===== config.mk =====
export PLATFORM = sky130hd
export DESIGN_NAME = multicycle_ctrl
export DESIGN_NICKNAME = d
export VERILOG_FILES = /design/src/rtl/multicycle_ctrl.sv
export SDC_FILE = /design/constraint.sdc
export NUM_CORES = 1
export LEC_CHECK = 0
export ABC_AREA = 1
export BUFFER_PORTS_ARGS = -buffer_cell sky130_fd_sc_hd__buf_4
export CORE_MARGIN = 2
export CORE_UTILIZATION = 42
export DETAILED_ROUTE_END_ITERATION = 10
export PLACE_DENSITY_LB_ADDON = 0.12
export SYNTH_ARGS = -nofsm -noshare
export SYNTH_HDL_FRONTEND = slang
export SYNTH_SLANG_ARGS = --single-unit

===== constraint.sdc =====
create_clock -name clk -period 1.2 [get_ports clk]
set_input_delay 0 -clock clk [delete_from_list [all_inputs] [get_ports clk]]
set_output_delay 0 -clock clk [all_outputs]
set_load 0.1 [all_outputs]

===== src/rtl/multicycle_ctrl.sv =====
// Multicycle processor controller: Moore main FSM, ALU decoder, condition
// check and NZCV flag register driving the datapath enables and selects.
module multicycle_ctrl (
    input  logic        clk,
    input  logic        reset,
    input  logic [31:0] Instr,
    input  logic [3:0]  ALUFlags,
    output logic        PCWrite,
    output logic        MemWrite,
    output logic        RegWrite,
    output logic        IRWrite,
    output logic        AdrSrc,
    output logic [1:0]  RegSrc,
    output logic [1:0]  ALUSrcA,
    output logic [1:0]  ALUSrcB,
    output logic [1:0]  ResultSrc,
    output logic [1:0]  ImmSrc,
    output logic [2:0]  ALUControl
);

    localparam logic [2:0] ALU_ADD = 3'b000;
    localparam logic [2:0] ALU_SUB = 3'b001;
    localparam logic [2:0] ALU_AND = 3'b010;
    localparam logic [2:0] ALU_ORR = 3'b011;

    typedef enum logic [3:0] {
        S_FETCH    = 4'd0,
        S_DECODE   = 4'd1,
        S_MEMADR   = 4'd2,
        S_MEMREAD  = 4'd3,
        S_MEMWB    = 4'd4,
        S_MEMWRITE = 4'd5,
        S_EXECUTER = 4'd6,
        S_EXECUTEI = 4'd7,
        S_ALUWB    = 4'd8,
        S_BRANCH   = 4'd9
    } state_t;

    state_t      state_q, state_d;
    logic [3:0]  flags_q;
    logic        condex_q;

    logic [3:0]  cond;
    logic [1:0]  op;
    logic [5:0]  funct;
    logic [3:0]  rd;
    logic        unused_instr;

    logic        next_pc, ir_w, regw, memw, branch, aluop;
    logic        adr_src;
    logic [1:0]  alu_src_a, alu_src_b, result_src;
    logic [2:0]  alu_ctl;
    logic        flagw_nz, flagw_cv, pcs, cond_ok;

    assign cond         = Instr[31:28];
    assign op           = Instr[27:26];
    assign funct        = Instr[25:20];
    assign rd           = Instr[15:12];
    assign unused_instr = ^{Instr[19:16], Instr[11:0]};

    // State, latched condition result and architectural flags
    always_ff @(posedge clk) begin
        if (reset) begin
            state_q  <= S_FETCH;
            flags_q  <= 4'b0000;
            condex_q <= 1'b0;
        end else begin
            state_q <= state_d;
            if (state_q == S_DECODE)
                condex_q <= cond_ok;
            if (flagw_nz && condex_q)
                flags_q[3:2] <= ALUFlags[3:2];
            if (flagw_cv && condex_q)
                flags_q[1:0] <= ALUFlags[1:0];
        end
    end

    // Next state and per-state Moore controls
    always_comb begin
        state_d    = state_q;
        next_pc    = 1'b0;
        ir_w       = 1'b0;
        regw       = 1'b0;
        memw       = 1'b0;
        branch     = 1'b0;
        aluop      = 1'b0;
        adr_src    = 1'b0;
        alu_src_a  = 2'b00;
        alu_src_b  = 2'b00;
        result_src = 2'b00;
        unique case (state_q)
            S_FETCH: begin
                state_d    = S_DECODE;
                ir_w       = 1'b1;
                next_pc    = 1'b1;
                alu_src_a  = 2'b01;
                alu_src_b  = 2'b10;
                result_src = 2'b10;
            end
            S_DECODE: begin
                alu_src_a  = 2'b01;
                alu_src_b  = 2'b10;
                result_src = 2'b10;
                case (op)
                    2'b00:   state_d = funct[5] ? S_EXECUTEI : S_EXECUTER;
                    2'b01:   state_d = S_MEMADR;
                    2'b10:   state_d = S_BRANCH;
                    default: state_d = S_FETCH;
                endcase
            end
            S_MEMADR: begin
                state_d   = funct[0] ? S_MEMREAD : S_MEMWRITE;
                alu_src_b = 2'b01;
            end
            S_MEMREAD: begin
                state_d = S_MEMWB;
                adr_src = 1'b1;
            end
            S_MEMWB: begin
                state_d    = S_FETCH;
                result_src = 2'b01;
                regw       = 1'b1;
            end
            S_MEMWRITE: begin
                state_d = S_FETCH;
                adr_src = 1'b1;
                memw    = 1'b1;
            end
            S_EXECUTER: begin
                state_d = S_ALUWB;
                aluop   = 1'b1;
            end
            S_EXECUTEI: begin
                state_d   = S_ALUWB;
                alu_src_b = 2'b01;
                aluop     = 1'b1;
            end
            S_ALUWB: begin
                state_d = S_FETCH;
                // CMP only updates flags, never the register file
                regw    = (funct[4:1] != 4'b1010);
            end
            S_BRANCH: begin
                state_d    = S_FETCH;
                alu_src_a  = 2'b10;
                alu_src_b  = 2'b01;
                result_src = 2'b10;
                branch     = 1'b1;
            end
            default: state_d = S_FETCH;
        endcase
    end

    // ALU operation decode
    always_comb begin
        alu_ctl = ALU_ADD;
        if (aluop) begin
            case (funct[4:1])
                4'b0100: alu_ctl = ALU_ADD;
                4'b0010: alu_ctl = ALU_SUB;
                4'b0000: alu_ctl = ALU_AND;
                4'b1100: alu_ctl = ALU_ORR;
                4'b1010: alu_ctl = ALU_SUB;
                default: alu_ctl = ALU_ADD;
            endcase
        end
    end

    // Condition field against the current flag register {N,Z,C,V}
    always_comb begin
        cond_ok = 1'b0;
        case (cond)
            4'b0000: cond_ok = flags_q[2];
            4'b0001: cond_ok = !flags_q[2];
            4'b0010: cond_ok = flags_q[1];
            4'b0011: cond_ok = !flags_q[1];
            4'b0100: cond_ok = flags_q[3];
            4'b0101: cond_ok = !flags_q[3];
            4'b0110: cond_ok = flags_q[0];
            4'b0111: cond_ok = !flags_q[0];
            4'b1000: cond_ok = flags_q[1] && !flags_q[2];
            4'b1001: cond_ok = !flags_q[1] || flags_q[2];
            4'b1010: cond_ok = (flags_q[3] == flags_q[0]);
            4'b1011: cond_ok = (flags_q[3] != flags_q[0]);
            4'b1100: cond_ok = !flags_q[2] && (flags_q[3] == flags_q[0]);
            4'b1101: cond_ok = flags_q[2] || (flags_q[3] != flags_q[0]);
            4'b1110: cond_ok = 1'b1;
            default: cond_ok = 1'b0;
        endcase
    end

    assign flagw_nz = aluop && funct[0];
    assign flagw_cv = flagw_nz && ((alu_ctl == ALU_ADD) || (alu_ctl == ALU_SUB));
    assign pcs      = branch || (regw && (rd == 4'hF));

    // Write enables are gated off while reset is held
    assign PCWrite    = !reset && (next_pc || (pcs && condex_q));
    assign RegWrite   = !reset && regw && condex_q && !pcs;
    assign MemWrite   = !reset && memw && condex_q;
    assign IRWrite    = !reset && ir_w;
    assign AdrSrc     = adr_src;
    assign ALUSrcA    = alu_src_a;
    assign ALUSrcB    = alu_src_b;
    assign ResultSrc  = result_src;
    assign ALUControl = alu_ctl;
    assign ImmSrc     = op;
    assign RegSrc     = {(op == 2'b01) && !funct[0], op == 2'b10};

endmodule


* After elaboration in Yosys (flattened, before gate mapping)
Cells that the tools add are included.
** Cells by class
- Equal/unequal tests :: 33
- Mux-type cells :: 16
- Reductions and logical operators :: 39
** Operator list (count)
- $eq 4x4->1 const B :: 12
- $eq 4x3->1 const B :: 8
- $eq 4x2->1 const B :: 5
- $pmux 4 s5 :: 1
- $logic_and 1x1->1 :: 16
- $pmux 1 s15 :: 1
- $logic_not 4->1 :: 3
- $pmux 2 s2 :: 3
- $pmux 4 s3 :: 1
- $eq 4x1->1 const B :: 2
- $reduce_or 2->1 :: 4
- $logic_not 1->1 :: 7
- $mux 1 :: 6
- $pmux 2 s3 :: 1
- $reduce_or 3->1 :: 2
- $logic_or 1x1->1 :: 5
- $ne 4x4->1 const B :: 1
- $eq 3x1->1 const B :: 1
- $logic_not 3->1 :: 1
- $mux 3 :: 1
- $eq 2x1->1 const B :: 1
- $eq 2x2->1 const B :: 1
- $logic_not 2->1 :: 1
- $mux 2 :: 1
- other kinds (3) :: 3
** Word-level totals
- Output and inout bits :: 18
- Flip-flop bits (word level) :: 9
- Logic and storage cells :: 92
- Input bits :: 38

* Depth between registers and ports, before layout
Gate-level depths: netlist of run 1.
- Depth in word-level cells :: 8
- Gate-level depth with buffers :: 10

* Worst setup path before layout of run 1
OpenSTA, ideal clock, no wires.
- Path type :: register -> output
- From :: register state_q[3]
- To :: output port ResultSrc[1]
- Data required time :: 1.200 ns
- Arrival time :: 2.989 ns
- Cell stages (with the launch flop) :: 5
- Buffers on the path :: 0
- Slack :: -1.789 ns
- Cell sequence :: dfxtp_1 inv_1 nor3_2 inv_1 o21ai_0
** Between the ends
- Word-level cells in the longest chain between the ends :: 3
- Elaborated cells on any way between the ends :: 6
** Ends and longest elaborated chain
- start, declared :: RTL line 39 : state_t state_q, state_d;
- start signal, assigned :: RTL line 68 : state_q <= state_d;
- $eq 4x1->1, or another cell as far along :: RTL line 91 : unique case (state_q)
- $reduce_or 3->1 (no source line)
- $pmux 2 s2 * :: RTL line 91
- end, declared :: RTL line 16 : output logic [1:0] ResultSrc,
Every way passes the cells marked *; elsewhere a longest branch is shown, timed or not.

* Final worst setup path of run 1
- From :: register state_q[1]
- To :: output port PCWrite
** Between the ends
- Word-level cells in the longest chain between the ends :: 7
- Elaborated cells on any way between the ends :: 12
** Ends and longest elaborated chain
- $eq 4x4->1 or $eq 4x3->1 (tied branches) :: RTL line 91
- $pmux 1 s2 :: RTL line 91
- $logic_and 1x1->1 :: RTL line 194 : assign pcs = branch || (regw && (rd == 4'hF));
- $logic_or 1x1->1 :: RTL line 194
- $logic_and 1x1->1 :: RTL line 197 : assign PCWrite = !reset && (next_pc || (pcs && condex_q));
- $logic_or 1x1->1 * :: RTL line 197
- $logic_and 1x1->1 * :: RTL line 197
- end, declared :: RTL line 8 : output logic PCWrite,
Marked as above.

==> results of run 1 <==
-- report_power, final --
group | internal, W | switching, W | total, W
Combinational | 0.000344 | 0.000614 | 0.000957
Clock | 0.000129 | 0.000137 | 0.000267
Sequential | 0.000310 | 0.0000195 | 0.000330
-- worst max-delay path: stages (launching register included) --
cell and delay (ps):
dfxtp_4 370, nor2_4 130, inv_2 60, o22ai_2 190
nand2_1 110, nand2_2 110, nand2_4 80, nand2_8 90
buf_12 160
-- per-layer routing --
metal / track usage [%] / wire length, um
met1: 35.6 / 1810
met2: 62.4 / 2440
met3: 7.67 / 608
met4: 7.41 / 531
met5: 0 / 0
-- cells by family after synthesis --
kind of cell / count (synthesis) / share of synthesized area, %
and+or+nand+nor: 86 / 45.2
buffers and inverters: 39 / 18.8
AOI/OAI and AO/OA: 19 / 13.7
DFF: 9 / 20.8
xor gates and xnor gates: 1 / 1.01
other: 1 / 0.433
-- worst max-delay path by stage --
stage / slack [ps] / startpoint / endpoint / cells past startpoint
after global placement: -80 / state_q[1] / PCWrite / 8
final: -400 / state_q[1] / PCWrite / 8
after floorplan: -1100 / state_q[1] / ALUSrcB[0] / 5
after detailed placement: -150 / state_q[1] / PCWrite / 8
after CTS: -270 / state_q[0] / PCWrite / 8
after global routing: -430 / state_q[1] / PCWrite / 8
-- stage by stage --
step	util [%]	area (um^2)	setup TNS (ps)	power, W	worst slack (ps)
after floorplan	-	981	-4620	0.000795	-1100
after global placement	71.7	1410	-150	0.000985	-80.6
after detailed placement	71.7	1410	-478	0.00100	-146
after CTS	87.1	1710	-2950	0.00138	-270
after global routing	94.5	1850	-5700	0.00158	-427
final	94.5	1850	-4950	0.00155	-395
-- layout by cell type, fill, tap and decap left out, types with 2 or more instances in the layout --
master | synthesis | final
a21oi_1 | 6 | 4
nand2_2 | 1 | 2
o22ai_2 | 1 | 2
nand3_1 | 16 | 13
buf_6 | 0 | 12
dfxtp_1 | 9 | 3
buf_12 | 0 | 12
dfxtp_4 | 0 | 3
nor2_1 | 20 | 12
nor2_4 | 1 | 8
inv_1 | 33 | 25
nand2_4 | 1 | 7
dlygate4sd3_1 | 0 | 5
o21ai_0 | 3 | 2
dfxtp_2 | 0 | 3
nand2_1 | 39 | 31
buf_4 | 4 | 36
nor2_2 | 1 | 2
nand3_4 | 0 | 3
nor3_4 | 1 | 4
inv_2 | 1 | 7
clkbuf_4 | 0 | 3
o21ai_2 | 0 | 2
-- repair_timing --
item	CTS	global route
endpoints found under the hold margin	5	0
endpoints found under the setup margin	19	23
gates resized for setup	57	31
setup buffers	1	3
hold buffers	5	0
pin swaps	11	13
-- layout make-up --
class                      instances  area (um^2)
clock buffer                       4         26.3
fill                              69          108
tap                               27         33.8
sequential                         9          195
multi-input combinational        107          767
inverter                          34          136
timing repair buffer              65          696
-- registers in the layout, indices dropped and copies added, names as in the netlist --
register  count
condex_q      1
flags_q       4
state_q       4
==> metrics.md, run 1 <==
| Metric | Value |
|---|---|
| CTS HTree Levels | 1 |
| Post-route insts no fill | 246 |
| Root buffer cell | clkbuf_4 |
| Placed Cells incl. Taps | 234 |
| Syn_area_per_cell | 5.59 um^2 |
| Initial DRC Count | 102 |
| Worst hold slack | approximately 16 ps |
| CTS tree | yes |
| Fin. Hold Viols | 0 |
| Via/cell ratio | roughly 6.0 |
| Vias in the first global route | between 1,000 and 1,500 |
| Number of diodes | 0 |
| Synth top area share | a little over a fifth |
| Core ar. | 0.00196 mm^2 |
| Unrepaired setup endpoints after global routing | yes |
| GRT Total Usage | 32.5% |
| Num rows | 16 |
| Clock skew | 1.92 ps |
| R2R depth | 7 |
| Clock transition at the registers of the reported paths | about 70 ps |
| Hold Path Depth | 3 |
| Post-Route WL | 5390 um |
| CTS max path bufs | 2 |
| TritonRoute pass-1 iters | 5 |
| Cell area after synthesis | 866 um^2 |
| Num CTS Buffers | 3 |
| Pleak | between 0.9 and 1 nW |
| Post-synth EDFFs | 0 |
| Flop-to-flop setup slack | -200 ps |
| Most instantiated library cell after synthesis | nand2_1 |
| Die W | around 49 um |
| Remaining DRCs | 0 |
| Share of layout cells above drive strength 1 | 52.5% |
| Final setup fails | 22 |
| Largest net degree at the start of global routing | 10 |
| Status | finished, violations left |
| Global route total overflow | 0 |
| Nets | 258 |
| Max Cap Viol | 0 |
| Ranking of synthesized cells by area | dfxtp_1 21%, nand2_1 17%, inv_1 14% |
| Post-synthesis sequential area ratio | between 20% and 30% |
| Worst vdd ir | approximately 0.00086 V |
| Via count | 1,482 |
| Final Wtd Congestion | 0.845 |
| Startpoint Class | register |
| Tcrit/Tclk final | 133% |
| Worst min path class | in2reg |
| Area delta synth->final | 114% |
| Yosys reg bits | 9 |
| Die height | 49.4 um |
| Failing checks | negative setup slack |
| Initial antenna violation count | 0 |
| Post-detail-place hpwl | 2270 um |
| # clock sinks | 9 |
| First-pass GRT wire length | between 6000 and 7000 um |
| Post-synthesis instance total | 155 |
| Power Dens Cells | 838 mW/mm^2 |
| Syn nets | slightly below 200 |
| Post-synth cell types | 29 |
| Wire per inst | 21.9 um |
| Leading area contributor after synthesis | dfxtp_1 |
| IO buf count | 38 |
| Predominant post-synthesis flop cell | dfxtp_1 |
| Endpoint, Worst Hold | flags_q[0] |
| I/O Pins | 56 |
| Setup WS post-layout | -395 ps |
| Most frequent cells after synthesis | 39 x nand2_1, 33 x inv_1, 20 x nor2_1 |
| R2R Path End | flags_q[1] |
| Critical path class | reg2out |
| CP Capture Type | primary output |
| Crit Reg-Reg Startpoint | state_q[3] |
| Initial Util | 44.1% |
| Routed Antenna Nets | 0 |
| Later-pin clock latency in the skew report | 280 ps |
| Asr flop ratio synth | 0% |
| CP Data Required Time | about 1200 ps |
| Die ar. | between 0.002 and 0.0025 mm^2 |
| Crit path max fanout | 4 |
| Max-slew violation count | 0 |
| Clock period minus final worst setup slack | 1600 ps |
| Fmax | 0.627 GHz |
| Hold_sp | ALUFlags[0] |
| Ys Warns | 0 |
| Worst endpoint data arrival time | 1600 ps |
No activity file was read; power rests on OpenSTA's default activity.
==> inputs of run 2 (changes only) <==
Settings changed: CORE_MARGIN 2 to 5, GPL_TIMING_DRIVEN set to 0, MAX_ROUTING_LAYER set to met4.
==> metrics.md, run 2 (synthesized netlist as in run 1, its figures left out) <==
| Metric | Value |
|---|---|
| IO buf count | 37 (was 38) |
| Later-pin clock latency in the skew report | 280 ps (about the same) |
| Initial DRC Count | 107 (was 102) |
| Fin. Hold Viols | 1 (was 0) |
| Clock skew | 2.90 ps (was 1.92 ps) |
| Nets | 256 (was 258) |
| Via count | 1,393 (was 1,482) |
| CTS HTree Levels | 1 (unchanged) |
| Global route total overflow | 0 (unchanged) |
| Post-detail-place hpwl | 2140 um (was 2270 um) |
| Number of diodes | 0 (unchanged) |
| Max Cap Viol | 0 (unchanged) |
| Final setup fails | 22 (unchanged) |
| Clk pwr share | 17.1% (was 17.2%) |
| NetSw | 0.000721 W (was 0.000771 W) |
| Startpoint Class | register (unchanged) |
| Register share of total power | 22.3% (was 21.2%) |
| Vias in the first global route | 1,259 (was 1,339) |
| First-pass GRT wire length | 5460 um (was 6160 um) |
| # clock sinks | 9 (unchanged) |
| CP Capture Type | primary output (unchanged) |
| Max-slew violation count | 0 (unchanged) |
| Remaining DRCs | 0 (unchanged) |
| Hold_sp | ALUFlags[1] (was ALUFlags[0]) |
| Final Wtd Congestion | 0.847 (was 0.845) |
| TNS Setup | -5470 ps (was -4950 ps) |
| CP Data Required Time | 1200 ps (about the same) |
| Crit Reg-Reg Startpoint | state_q[2] (was state_q[3]) |
| Critical path class | reg2out (unchanged) |
| Power Dens Cells | 838 mW/mm^2 (about the same) |
| Largest net degree at the start of global routing | 10 (unchanged) |
| Share of layout cells above drive strength 1 | 49.3% (was 52.5%) |
| GRT Total Usage | 22.7% (was 32.5%) |
| CTS max path bufs | 2 (unchanged) |
| Status | finished, violations left (unchanged) |
| Crit path max fanout | 3 (was 4) |
| Pleak | 0.873 nW (was 0.913 nW) |
| Clock period minus final worst setup slack | 1710 ps (was 1600 ps) |
| Wire per inst | 20.1 um (was 21.9 um) |
| Layout fillers | 85 (was 69) |
| Area occupied by multi-input gates | 714 um^2 (was 767 um^2) |
| Initial antenna violation count | 0 (unchanged) |
| Core ar. | 0.00196 mm^2 (unchanged) |
| Die ar. | 0.00307 mm^2 (was 0.00244 mm^2) |
| Pint | 0.000763 W (was 0.000783 W) |
| Fmax | 0.585 GHz (was 0.627 GHz) |
| Post-Route WL | 4900 um (was 5390 um) |
| Worst vdd ir | 0.00106 V (was 0.000861 V) |
| Via/cell ratio | 5.71 (was 6.02) |
| Worst min path class | in2reg (unchanged) |
| I/O Pins | 56 (unchanged) |
| CTS tree | yes (unchanged) |
| TritonRoute pass-1 iters | 6 (was 5) |
| Root buffer cell | clkbuf_4 (unchanged) |
| Commonest non-fill, non-tap cell in the layout | buf_4 (unchanged) |
| Die W | 55.4 um (was 49.4 um) |
| Register Area | 193 um^2 (was 195 um^2) |
| Area delta synth->final | 104% (was 114%) |
| Unrepaired setup endpoints after global routing | yes (unchanged) |
| Final core utilization | 90.2% (was 94.5%) |
| Net Sw Frac | 48.6% (was 49.6%) |
| Setup WS post-layout | -508 ps (was -395 ps) |
| Gate power share | 60.6% (was 61.6%) |
| Routed Antenna Nets | 0 (unchanged) |
| Num CTS Buffers | 3 (unchanged) |
| Initial Util | 44.1% (unchanged) |
| Die height | 55.4 um (was 49.4 um) |
| Crit path from | state_q[2] (was state_q[1]) |
| Clock transition at the registers of the reported paths | 60 ps (was 70 ps) |
| Dpl cell area | 0.00129 mm^2 (was 0.00141 mm^2) |
| Most frequent cells in the layout | 37 x buf_4, 30 x nand2_1, 26 x inv_1 (was 36 x buf_4, 31 x nand2_1, 25 x inv_1) |
| Failing checks | negative hold slack, negative setup slack (was negative setup slack) |
| Worst endpoint data arrival time | 1710 ps (was 1600 ps) |
| Worst hold slack | -7.01 ps (was 15.5 ps) |
| Largest regs | flags_q: 4 flops, state_q: 4 flops, condex_q: 1 flops (unchanged) |
| Final Instance Area | 0.00177 mm^2 (was 0.00185 mm^2) |
| Tcrit/Tclk final | 142% (was 133%) |
| Num rows | 16 (unchanged) |
## run 2: final cells by class
type	count	share of cell area, %
buffer	5	2.19
inverter	34	7.84
timing repair buffer	58	35.3
tap	27	1.91
multi-input combinational	107	40.4
clock buffer	4	1.48
sequential	9	10.9
## run 2: path summary, 6_finish.rpt
kind                endpoint  slack, ps  depth (start not counted)
hold / removal    flags_q[1]         -7                          3
setup reg to reg  flags_q[3]       -260                          8
setup / recovery     PCWrite       -510                          9
hold reg to reg   flags_q[1]        520                          2
## run 2: timing repair
| action | in CTS | in global routing |
|---|---|---|
| gates resized for setup | 56 | 18 |
| hold endpoints to repair | 4 | 0 |
| hold buffers | 4 | 0 |
| buffers inserted | 10 | 7 |
| endpoints found under the setup margin | 17 | 22 |
| pin swaps | 12 | 9 |
## run 2: stage by stage
step / worst slack (ps) / instances / total power, W / hold slack, ps
2_1_floorplan: -1100 / 155 / 0.000795 / 61.7
3_3_place_gp: -318 / 219 / 0.000937 / 217
3_5_place_dp: -345 / 219 / 0.000948 / 225
4_1_cts: -300 / 237 / 0.00135 / 1.47
5_1_grt: -542 / 244 / 0.00154 / 7.29
6_report: -508 / 244 / 0.00148 / -7.01
## run 2: worst max-delay path, cell delays in order, from the launching register on
cell	delay, ps
dfxtp_4	390
inv_4	60
nor2_4	120
inv_2	70
o22ai_2	210
nand2_1	120
nand2_2	140
nand2_4	80
nand2_8	70
buf_12	160
## run 2: power by group through the flow
stage	registers, W	logic, W	clock network (W)
detailed placement	0.000336	0.000612	0
CTS	0.000327	0.000775	0.000246
floorplan	0.000333	0.000462	0
finish	0.000330	0.000898	0.000254
global route	0.000332	0.000928	0.000284
global placement	0.000335	0.000602	0
## run 2: per-layer routing
layer	GRT usage (%)	part of all wire, %	up-vias
li1	-	-	605
met5	-	0	-
met1	21.5	37	662
met3	8.86	7.9	27
met2	41.0	51	99
met4	8.68	4.6	0
